**config.mk**
```make
export PLATFORM = sky130hd
export DESIGN_NAME = tmr_vote_ctrl_flat
export DESIGN_NICKNAME = d
export VERILOG_FILES = /design/src/rtl/tmr_vote_ctrl_if.sv /design/src/rtl/tmr_vote_ctrl.sv /design/src/flat_wrapper.sv
export SDC_FILE = /design/constraint.sdc
export NUM_CORES = 1
export LEC_CHECK = 0
export ABC_CLOCK_PERIOD_IN_PS = 7100
export CORE_MARGIN = 2
export CORE_UTILIZATION = 52
export CTS_BUF_LIST = sky130_fd_sc_hd__clkbuf_4 sky130_fd_sc_hd__clkbuf_8
export DETAILED_ROUTE_END_ITERATION = 10
export PLACE_DENSITY_LB_ADDON = 0.1
export RECOVER_POWER = 25
export SLEW_MARGIN = 20
export SYNTH_ARGS = -nofsm -noshare
export SYNTH_HDL_FRONTEND = slang
export SYNTH_SLANG_ARGS = --single-unit
```
**constraint.sdc**
```tcl
create_clock -name clk -period 7.1 [get_ports clk]
set_clock_uncertainty 0.1 [all_clocks]
set_input_delay 1.065 -clock clk [delete_from_list [all_inputs] [get_ports clk]]
set_output_delay 1.065 -clock clk [all_outputs]
set_load 0.02 [all_outputs]
```
**src/rtl/tmr_vote_ctrl_if.sv**
```systemverilog
// rtl/tmr_vote_ctrl_if.sv - Vote input and result output handshake bundle for tmr_vote_ctrl.
interface tmr_vote_ctrl_if #(
    parameter int W = 8
);
    logic         in_valid;
    logic         in_ready;
    logic [W-1:0] ch_a;
    logic [W-1:0] ch_b;
    logic [W-1:0] ch_c;
    logic         out_valid;
    logic         out_ready;
    logic [W-1:0] out_data;
    logic         out_mismatch;

    modport master (
        output in_valid, ch_a, ch_b, ch_c, out_ready,
        input  in_ready, out_valid, out_data, out_mismatch
    );

    modport slave (
        input  in_valid, ch_a, ch_b, ch_c, out_ready,
        output in_ready, out_valid, out_data, out_mismatch
    );
endinterface

```
**src/rtl/tmr_vote_ctrl.sv**
```systemverilog
// rtl/tmr_vote_ctrl.sv - TMR majority-vote sequencer with per-channel fault tracking and RUN/DEGRADED/HALT modes.
// Optional vote statistics counters are enabled by defining VOTE_STATS_EN.
module tmr_vote_ctrl #(
    parameter int W            = 8,
    parameter int FAULT_THRESH = 3,
    parameter int CNT_W        = 8
) (
    input  logic              clk,
    input  logic              rst,
    tmr_vote_ctrl_if.slave    bus,
    input  logic              clear_faults,
    output logic [2:0]        fault,
    output logic              halted,
    output logic [31:0]       vote_count,
    output logic [31:0]       mismatch_count
);
    typedef enum logic [1:0] {ST_RUN, ST_DEGRADED, ST_HALT} state_t;

    localparam logic [CNT_W-1:0] THRESH_C = CNT_W'(FAULT_THRESH);
    localparam logic [CNT_W-1:0] CNT_MAX  = '1;

    state_t                  state_q;
    logic                    halted_q;
    logic                    out_valid_q;
    logic [W-1:0]            out_data_q;
    logic                    out_mismatch_q;
    logic [2:0]              fault_q, fault_d;
    logic [2:0][CNT_W-1:0]   cnt_q, cnt_d;
    logic [2:0][W-1:0]       ch;
    logic [W-1:0]            maj, h0, h1, vote_data;
    logic                    vote_mm;
    logic                    accept;
    logic [1:0]              n_faults_d;

    assign ch           = {bus.ch_c, bus.ch_b, bus.ch_a};
    assign bus.in_ready = (state_q != ST_HALT) && (!out_valid_q || bus.out_ready);
    assign accept       = bus.in_valid && bus.in_ready;

    // With one channel faulted, vote between the two survivors and prefer the lower letter on a tie.
    always_comb begin
        maj       = (bus.ch_a & bus.ch_b) | (bus.ch_a & bus.ch_c) | (bus.ch_b & bus.ch_c);
        vote_data = maj;
        vote_mm   = (bus.ch_a != maj) || (bus.ch_b != maj) || (bus.ch_c != maj);
        h0        = bus.ch_a;
        h1        = bus.ch_b;
        case (fault_q)
            3'b001:  begin h0 = bus.ch_b; h1 = bus.ch_c; end
            3'b010:  begin h0 = bus.ch_a; h1 = bus.ch_c; end
            3'b100:  begin h0 = bus.ch_a; h1 = bus.ch_b; end
            default: ;
        endcase
        if ($onehot(fault_q)) begin
            vote_data = h0;
            vote_mm   = (h0 != h1);
        end
    end

    always_comb begin
        cnt_d   = cnt_q;
        fault_d = fault_q;
        if (clear_faults) begin
            cnt_d   = '0;
            fault_d = 3'b000;
        end else if (accept) begin
            for (int i = 0; i < 3; i++) begin
                if (!fault_q[i]) begin
                    if (ch[i] != vote_data) begin
                        cnt_d[i] = (cnt_q[i] == CNT_MAX) ? CNT_MAX : cnt_q[i] + 1'b1;
                    end else begin
                        cnt_d[i] = '0;
                    end
                    if (cnt_d[i] >= THRESH_C) begin
                        fault_d[i] = 1'b1;
                    end
                end
            end
        end
    end

    assign n_faults_d = 2'(fault_d[0]) + 2'(fault_d[1]) + 2'(fault_d[2]);

    always_ff @(posedge clk) begin
        if (rst) begin
            state_q        <= ST_RUN;
            halted_q       <= 1'b0;
            out_valid_q    <= 1'b0;
            out_data_q     <= '0;
            out_mismatch_q <= 1'b0;
            fault_q        <= 3'b000;
            cnt_q          <= '0;
        end else begin
            fault_q <= fault_d;
            cnt_q   <= cnt_d;
            if (accept) begin
                out_valid_q    <= 1'b1;
                out_data_q     <= vote_data;
                out_mismatch_q <= vote_mm;
            end else if (bus.out_ready) begin
                out_valid_q <= 1'b0;
            end
            if (clear_faults) begin
                state_q  <= ST_RUN;
                halted_q <= 1'b0;
            end else if (accept) begin
                case (state_q)
                    ST_RUN: begin
                        if (n_faults_d >= 2'd2) begin
                            state_q  <= ST_HALT;
                            halted_q <= 1'b1;
                        end else if (n_faults_d == 2'd1) begin
                            state_q <= ST_DEGRADED;
                        end
                    end
                    ST_DEGRADED: begin
                        if (n_faults_d >= 2'd2) begin
                            state_q  <= ST_HALT;
                            halted_q <= 1'b1;
                        end
                    end
                    default: ;
                endcase
            end
        end
    end

    assign bus.out_valid    = out_valid_q;
    assign bus.out_data     = out_data_q;
    assign bus.out_mismatch = out_mismatch_q;
    assign fault            = fault_q;
    assign halted           = halted_q;

`ifdef VOTE_STATS_EN
    logic [31:0] vote_cnt_q;
    logic [31:0] mism_cnt_q;

    always_ff @(posedge clk) begin
        if (rst || clear_faults) begin
            vote_cnt_q <= '0;
            mism_cnt_q <= '0;
        end else if (accept) begin
            if (vote_cnt_q != 32'hFFFF_FFFF) vote_cnt_q <= vote_cnt_q + 32'd1;
            if (vote_mm && (mism_cnt_q != 32'hFFFF_FFFF)) mism_cnt_q <= mism_cnt_q + 32'd1;
        end
    end

    assign vote_count     = vote_cnt_q;
    assign mismatch_count = mism_cnt_q;
`else
    assign vote_count     = 32'd0;
    assign mismatch_count = 32'd0;
`endif
endmodule

```
**src/flat_wrapper.sv**
```systemverilog
// flat-port wrapper written by rule: the top's interface ports become plain ports
module tmr_vote_ctrl_flat 
#(
    parameter int W            = 8,
    parameter int FAULT_THRESH = 3,
    parameter int CNT_W        = 8
)
  (clk, rst, clear_faults, fault, halted, vote_count, mismatch_count, bus_in_valid, bus_ch_a, bus_ch_b, bus_ch_c, bus_out_ready, bus_in_ready, bus_out_valid, bus_out_data, bus_out_mismatch);
  tmr_vote_ctrl_if #(.W(W)) bus_i ();
  input  logic clk;
  input  logic rst;
  input  logic clear_faults;
  output logic [2:0] fault;
  output logic halted;
  output logic [31:0] vote_count;
  output logic [31:0] mismatch_count;
  input wire logic [$bits(bus_i.in_valid)-1:0] bus_in_valid;
  input wire logic [$bits(bus_i.ch_a)-1:0] bus_ch_a;
  input wire logic [$bits(bus_i.ch_b)-1:0] bus_ch_b;
  input wire logic [$bits(bus_i.ch_c)-1:0] bus_ch_c;
  input wire logic [$bits(bus_i.out_ready)-1:0] bus_out_ready;
  output wire logic [$bits(bus_i.in_ready)-1:0] bus_in_ready;
  output wire logic [$bits(bus_i.out_valid)-1:0] bus_out_valid;
  output wire logic [$bits(bus_i.out_data)-1:0] bus_out_data;
  output wire logic [$bits(bus_i.out_mismatch)-1:0] bus_out_mismatch;
  assign bus_i.in_valid = bus_in_valid;
  assign bus_i.ch_a = bus_ch_a;
  assign bus_i.ch_b = bus_ch_b;
  assign bus_i.ch_c = bus_ch_c;
  assign bus_i.out_ready = bus_out_ready;
  assign bus_in_ready = bus_i.in_ready;
  assign bus_out_valid = bus_i.out_valid;
  assign bus_out_data = bus_i.out_data;
  assign bus_out_mismatch = bus_i.out_mismatch;
  tmr_vote_ctrl #(.W(W), .FAULT_THRESH(FAULT_THRESH), .CNT_W(CNT_W)) u_core (.clk(clk), .rst(rst), .bus(bus_i), .clear_faults(clear_faults), .fault(fault), .halted(halted), .vote_count(vote_count), .mismatch_count(mismatch_count));
endmodule
```
# After elaboration in Yosys (flattened, before gate mapping)
# Index checks and enable logic that the tools add are counted.
# totals
inputBits	29
register_bits	40
out_inout_bits	79
elab_cells	96
# classes
magnitude_cmp	4
n_reduce_logical	17
add_sub_neg	7
bitwise	8
mux	33
n_eq_ne	18
# op_table
operator	n
two-way mux 8 bit	18
!= test 8 bit	7
adder 8 x 1 -> 8 bit (second input constant)	3
AND 8 bit	3
equality test 8 bit (second input constant)	3
greater-or-equal comparator 8 x 2 -> 1 bit (second input constant)	3
bitwise OR 8 bit	2
two-way mux 1 bit	9
equality test 2 x 1 -> 1 bit (second input constant)	3
two-way mux 2 bit	3
two-way mux 3 bit	2
AND reduction 2 bit	3
OR reduction 2 bit	3
adder 1 x 1 -> 2 bit	2
adder 2 x 1 -> 2 bit	2
one-hot mux 2 bit (2 select lines)	1
AND reduction 4 bit	1
nonzero test 2 bit	2
equality test 3 x 1 -> 1 bit (second input constant)	1
equality test 3 x 2 -> 1 bit (second input constant)	1
logical OR 1 bit	3
!= test 3 x 1 -> 1 bit (second input constant)	1
inverter 1 bit	3
AND reduction 3 bit	1
6 further kinds	7

# Depth between registers and ports, before layout
# logic_depth
word_depth	20
ltp_mapped	14
ltp_nobuf	12

# Worst setup path before layout
# No wires, ideal clock.
# synth_path
kind	input to register
start	input port bus_ch_a[0]
end	register u_core.halted_q (netlist: u_core.halted)
arrival_ns	3.392
setup_time_ns	0.128
stages	12
path_slack_ns	3.480
t_required_ns	6.872
path_cell_list	clkbuf_1 > nor2b_1 > a221o_1 > a211oi_1 > nand2_1 > o311ai_1 > o21ba_2 > nor2_1 > fa_1 > and3_1 > nor2_1 > nor2_1
# synth_between
elab_chain_cells	18
# synth_lines
item	line_no	source
from (decl)	flat_wrapper.sv:18	input wire logic [$bits(bus_i.ch_a)-1:0] bus_ch_a;
AND 8 bit	tmr_vote_ctrl.sv:41	maj = (bus.ch_a & bus.ch_b) | (bus.ch_a & bus.ch_c) | (bus.ch_b & bus.ch_c);
bitwise OR 8 bit (2 in series)	tmr_vote_ctrl.sv:41	
two-way mux 8 bit	tmr_vote_ctrl.sv:52	if ($onehot(fault_q)) begin
!= test 8 bit *	tmr_vote_ctrl.sv:67	if (ch[i] != vote_data) begin
two-way mux 8 bit *	tmr_vote_ctrl.sv:67	
two-way mux 8 bit *	tmr_vote_ctrl.sv:66	if (!fault_q[i]) begin
two-way mux 8 bit *	tmr_vote_ctrl.sv:64	end else if (accept) begin
two-way mux 8 bit *	tmr_vote_ctrl.sv:61	if (clear_faults) begin
[... 2 more ...]	--	
two-way mux 1 bit *	tmr_vote_ctrl.sv:66	
two-way mux 3 bit *	tmr_vote_ctrl.sv:64	
two-way mux 3 bit *	tmr_vote_ctrl.sv:61	
net u_core.fault_d[0]	tmr_vote_ctrl.sv:27	logic [2:0] fault_q, fault_d;
adder 1 x 1 -> 2 bit *	tmr_vote_ctrl.sv:80	assign n_faults_d = 2'(fault_d[0]) + 2'(fault_d[1]) + 2'(fault_d[2]);
adder 2 x 1 -> 2 bit *	tmr_vote_ctrl.sv:80	
greater-or-equal comparator 2 bit *	tmr_vote_ctrl.sv:107, tmr_vote_ctrl.sv:115	
AND reduction 3 bit (no line) *	--	
to (signal assigned)	tmr_vote_ctrl.sv:85	halted_q <= 1'b0;
to (signal assigned)	tmr_vote_ctrl.sv:109	halted_q <= 1'b1;
to (signal assigned)	tmr_vote_ctrl.sv:117	halted_q <= 1'b1;
to (decl)	tmr_vote_ctrl.sv:23	logic halted_q;
# Mark *: on every way through the listed nets, which the timed path passes. The rest lies on a longest branch. The select of a mux whose other input is x is not followed.
# A chain may end at the register's enable or synchronous reset.

# Worst setup path after layout
# layout_path
start	input port bus_ch_c[4]
end	register u_core.halted_q (netlist: u_core.halted)
# layout_between
elab_chain_cells	18
# layout_lines
item	line_no	source
from (decl)	flat_wrapper.sv:20	input wire logic [$bits(bus_i.ch_c)-1:0] bus_ch_c;
AND 8 bit	tmr_vote_ctrl.sv:41	
bitwise OR 8 bit	tmr_vote_ctrl.sv:41	
bitwise OR 8 bit *	tmr_vote_ctrl.sv:41	
two-way mux 8 bit *	tmr_vote_ctrl.sv:52	
!= test 8 bit *	tmr_vote_ctrl.sv:67	
two-way mux 8 bit *	tmr_vote_ctrl.sv:67	
two-way mux 8 bit *	tmr_vote_ctrl.sv:66	
two-way mux 8 bit *	tmr_vote_ctrl.sv:64	
[... 3 more ...]	--	
two-way mux 1 bit *	tmr_vote_ctrl.sv:66	
two-way mux 3 bit *	tmr_vote_ctrl.sv:64	
two-way mux 3 bit *	tmr_vote_ctrl.sv:61	
net u_core.fault_d[1]	tmr_vote_ctrl.sv:27	
adder 1 x 1 -> 2 bit *	tmr_vote_ctrl.sv:80	
adder 2 x 1 -> 2 bit *	tmr_vote_ctrl.sv:80	
greater-or-equal comparator 2 bit *	tmr_vote_ctrl.sv:107, tmr_vote_ctrl.sv:115	
AND reduction 3 bit (no line) *	--	
# Marks and branches as above.

==> impl_metrics.toml <==
[power]
power_leakage_nw = 1.61
ir_worst_vdd_mv = 0.0993
power.total_mw = 0.621
p_per_area_nw_per_um2 = 147

[drt]
drt_iter0_drc = 251
drcViolationCount = 0
vias = 3838
routedWlPerCell_um = 15.7
ant_nets = 0
first_pass_iters = 5
finalWirelength_um = 10400
viasPerCell = 5.79

[grt]
grt_use_met3_pct = 2.99
grt_start_max_net_pins = 25
overflow = 0
antenna_found_initial = 0
top_usage_layer = "met2"
grt_util_met1_pct = 32.9
track_usage_pct = 24.5
grt_pass1_vias = 3408
use_met2_pct = 40.5
grt_pass1_wl_um = 16700

[floorplanning]
die_w_um = 91.3
die_y_um = 91.3
io_pins = 108
core_area_um2 = 7330
rows = 31
dieArea_um2 = 8340
initial_core_util_pct = 54.1

[clock_network]
cts_resized = 0
cts_root_buffer = "clkbuf_8"
htree_num_levels = 2
cts_buffers = 5
cts.sinks = 40
cts_hold_buf = 0
postCtsSetupRepairBufs = 0
clk_path_buf_depth = 2
cts_tree = "yes"
clk_pin_slew_ns = 0.08
insertion_delay_ns = 0.31

[synthesis]
synthCells = 555
syn-cell-area_um2 = 3970
synth-edff-count = 0
yosys_warnings = 0
ys_ff_latch = 40
ys_types = 68
synth-main-ff-cell = "dfxtp_1"
avgSynthCellArea_um2 = 7.15
yosysSeqAreaShare_pct = 20.2
async_reset_ff_share_pct = 0

[timing]
period_minus_slack_ns = 4.18
hold_slack_ns = 0.363
fin_setup_tns_ns = 0
finalSetupViolCount = 0
rsz0062_at_grt = "no"
min_period_over_period_pct = 58.9
slew_headroom_pct = 40.1
clock.fmax_mhz = 239
drv_slew = 0
finalHoldViolations = 0
tightest_slew_ns = 0.897

[worst_setup_path]
end_kind = "flop"
reg2reg_from = "u_core.fault[1]"
path_class = "input pin to flop"
crit_arrival_ns = 4.26
timing.critical_path.from = "bus_ch_c[4]"
rr_endpoint = "u_core.halted"
critPathCapture = "u_core.halted"
worstRegToRegCells = 12
worst-r2r-setup-slack_ns = 3.12
start_kind = "input pin"
critical_path_required_ns = 7.18
path_max_fanout = 11

[cells_and_area]
fillers = 719
drive_above_1_share_pct = 4.26
final_net_count = 597
multi_input_area_um2 = 2710
regArea_um2 = 801
final_cell_mix = "conb_1 (64), nor2_1 (59), a21oi_1 (53), dfxtp_1 (40)"
final_common_cell = "conb_1"
final_area_um2 = 4230
area_growth_pct = 6.59
n_antenna_cell = 0
final_util_pct = 57.7

[placed_design]
dp_hpwl_um = 7450
port_buffers = 43
dpl-instance-area_um2 = 4110
globalplace.congestion = 0.958

[min_path]
hp-class = "flop to flop"

[run_status]
status = "complete, no violations"

[run]
maxCapViolations = 0
==> cell type report <==
class / instances / area share [%]
repair buffers: 45 / 10.5
clock inverters: 3 / 1.09
well taps: 99 / 2.93
flip-flops and latches: 40 / 18.9
multi-input cells: 462 / 64.1
clock buffers: 5 / 1.63
inverters: 9 / 0.799
==> critical path: stages <==
cell and delay, ns:
clkdlybuf4s50_1 0.80, inv_1 0.18, a22o_1 0.23, or4_1 0.42
o21bai_1 0.14, o211ai_1 0.26, a31oi_1 0.33, nor2_1 0.09
fa_1 0.41, and3_1 0.20, nor2_1 0.09, nor2_1 0.04
==> state kept, by name, indices dropped and copies added, names as in the netlist <==
signal                   flops
u_core.fault                 3
u_core.bus.out_data          8
u_core.bus.out_valid         1
u_core.halted                1
u_core.bus.out_mismatch      1
u_core.state_q               2
u_core.cnt_q                24
==> through the flow <==
stage / setup WS (ns) / instances
6_report: 2.92 / 663
5_1_grt: 2.61 / 663
4_1_cts: 2.96 / 663
3_5_place_dp: 2.66 / 655
3_3_place_gp: 2.72 / 655
2_1_floorplan: 3.48 / 618
==> per-layer routing <==
| layer | part of all wire, % | vias to the layer above | wire (um) |
|---|---|---|---|
| met5 | 0 | - | 0 |
| met4 | 2.6 | 0 | 267 |
| met3 | 4.1 | 24 | 425 |
| met2 | 46 | 118 | 4820 |
| met1 | 47 | 1807 | 4890 |
| li1 | - | 1889 | - |
==> synth_stat cells (3+ instances only) <==
cell / instances / area, um^2
nand2b_1: 14 / 87.6
o221ai_1: 4 / 35.0
xnor2_1: 8 / 70.1
a31oi_1: 8 / 50.1
nor2_1: 59 / 221
nor3_1: 17 / 85.1
a211oi_1: 14 / 105
or2_2: 5 / 31.3
ha_1: 3 / 37.5
a21oi_1: 53 / 265
o21ai_0: 15 / 75.1
nor4_1: 8 / 50.1
a41oi_1: 6 / 52.6
or3_1: 3 / 18.8
and2_1: 5 / 31.3
clkbuf_1: 34 / 128
a2111oi_0: 5 / 43.8
dfxtp_1: 40 / 801
inv_1: 9 / 33.8
nand3b_1: 3 / 22.5
buf_1: 5 / 18.8
nand2_1: 30 / 113
o41ai_1: 3 / 26.3
nand4_1: 5 / 31.3
xor2_1: 9 / 78.8
nand3_1: 31 / 155
o211ai_1: 4 / 30.0
nor2b_1: 14 / 87.6
nor3b_1: 6 / 45.0
buf_4: 64 / 480
and3_1: 9 / 56.3
mux2i_1: 5 / 50.1
a221o_1: 4 / 40.0
==> report_power, final <==
part | switching [mW] | leakage, nW | internal, mW
sequential | 0.00482 | 0.325 | 0.230
combinational | 0.125 | 1.24 | 0.0611
clock | 0.0940 | 0.0548 | 0.106
==> worst min path at each step <==
stage,from,endpoint,depth (start not counted)
2_1_floorplan,u_core.cnt_q[17],u_core.cnt_q[17],2
3_3_place_gp,u_core.bus.out_data[0],u_core.bus.out_data[0],2
3_5_place_dp,u_core.bus.out_data[0],u_core.bus.out_data[0],2
4_1_cts,u_core.bus.out_data[0],u_core.bus.out_data[0],2
5_1_grt,u_core.bus.out_data[0],u_core.bus.out_data[0],2
6_report,u_core.bus.out_data[0],u_core.bus.out_data[0],2
==> kinds of logic (layout without fill, tap and decap cells) <==
logic type | after synthesis | in the layout | synth area share [%]
buf+inv | 116 | 62 | 17.5
other cells | 1 | 64 | 0.0945
flops | 40 | 40 | 20.2
xor+xnor | 17 | 17 | 3.75
simple gates | 222 | 222 | 29.2
fa+ha+maj | 5 | 5 | 1.96
mux | 5 | 5 | 1.26
compound gates | 149 | 149 | 26.0
Power figures use the tool's default switching activity.
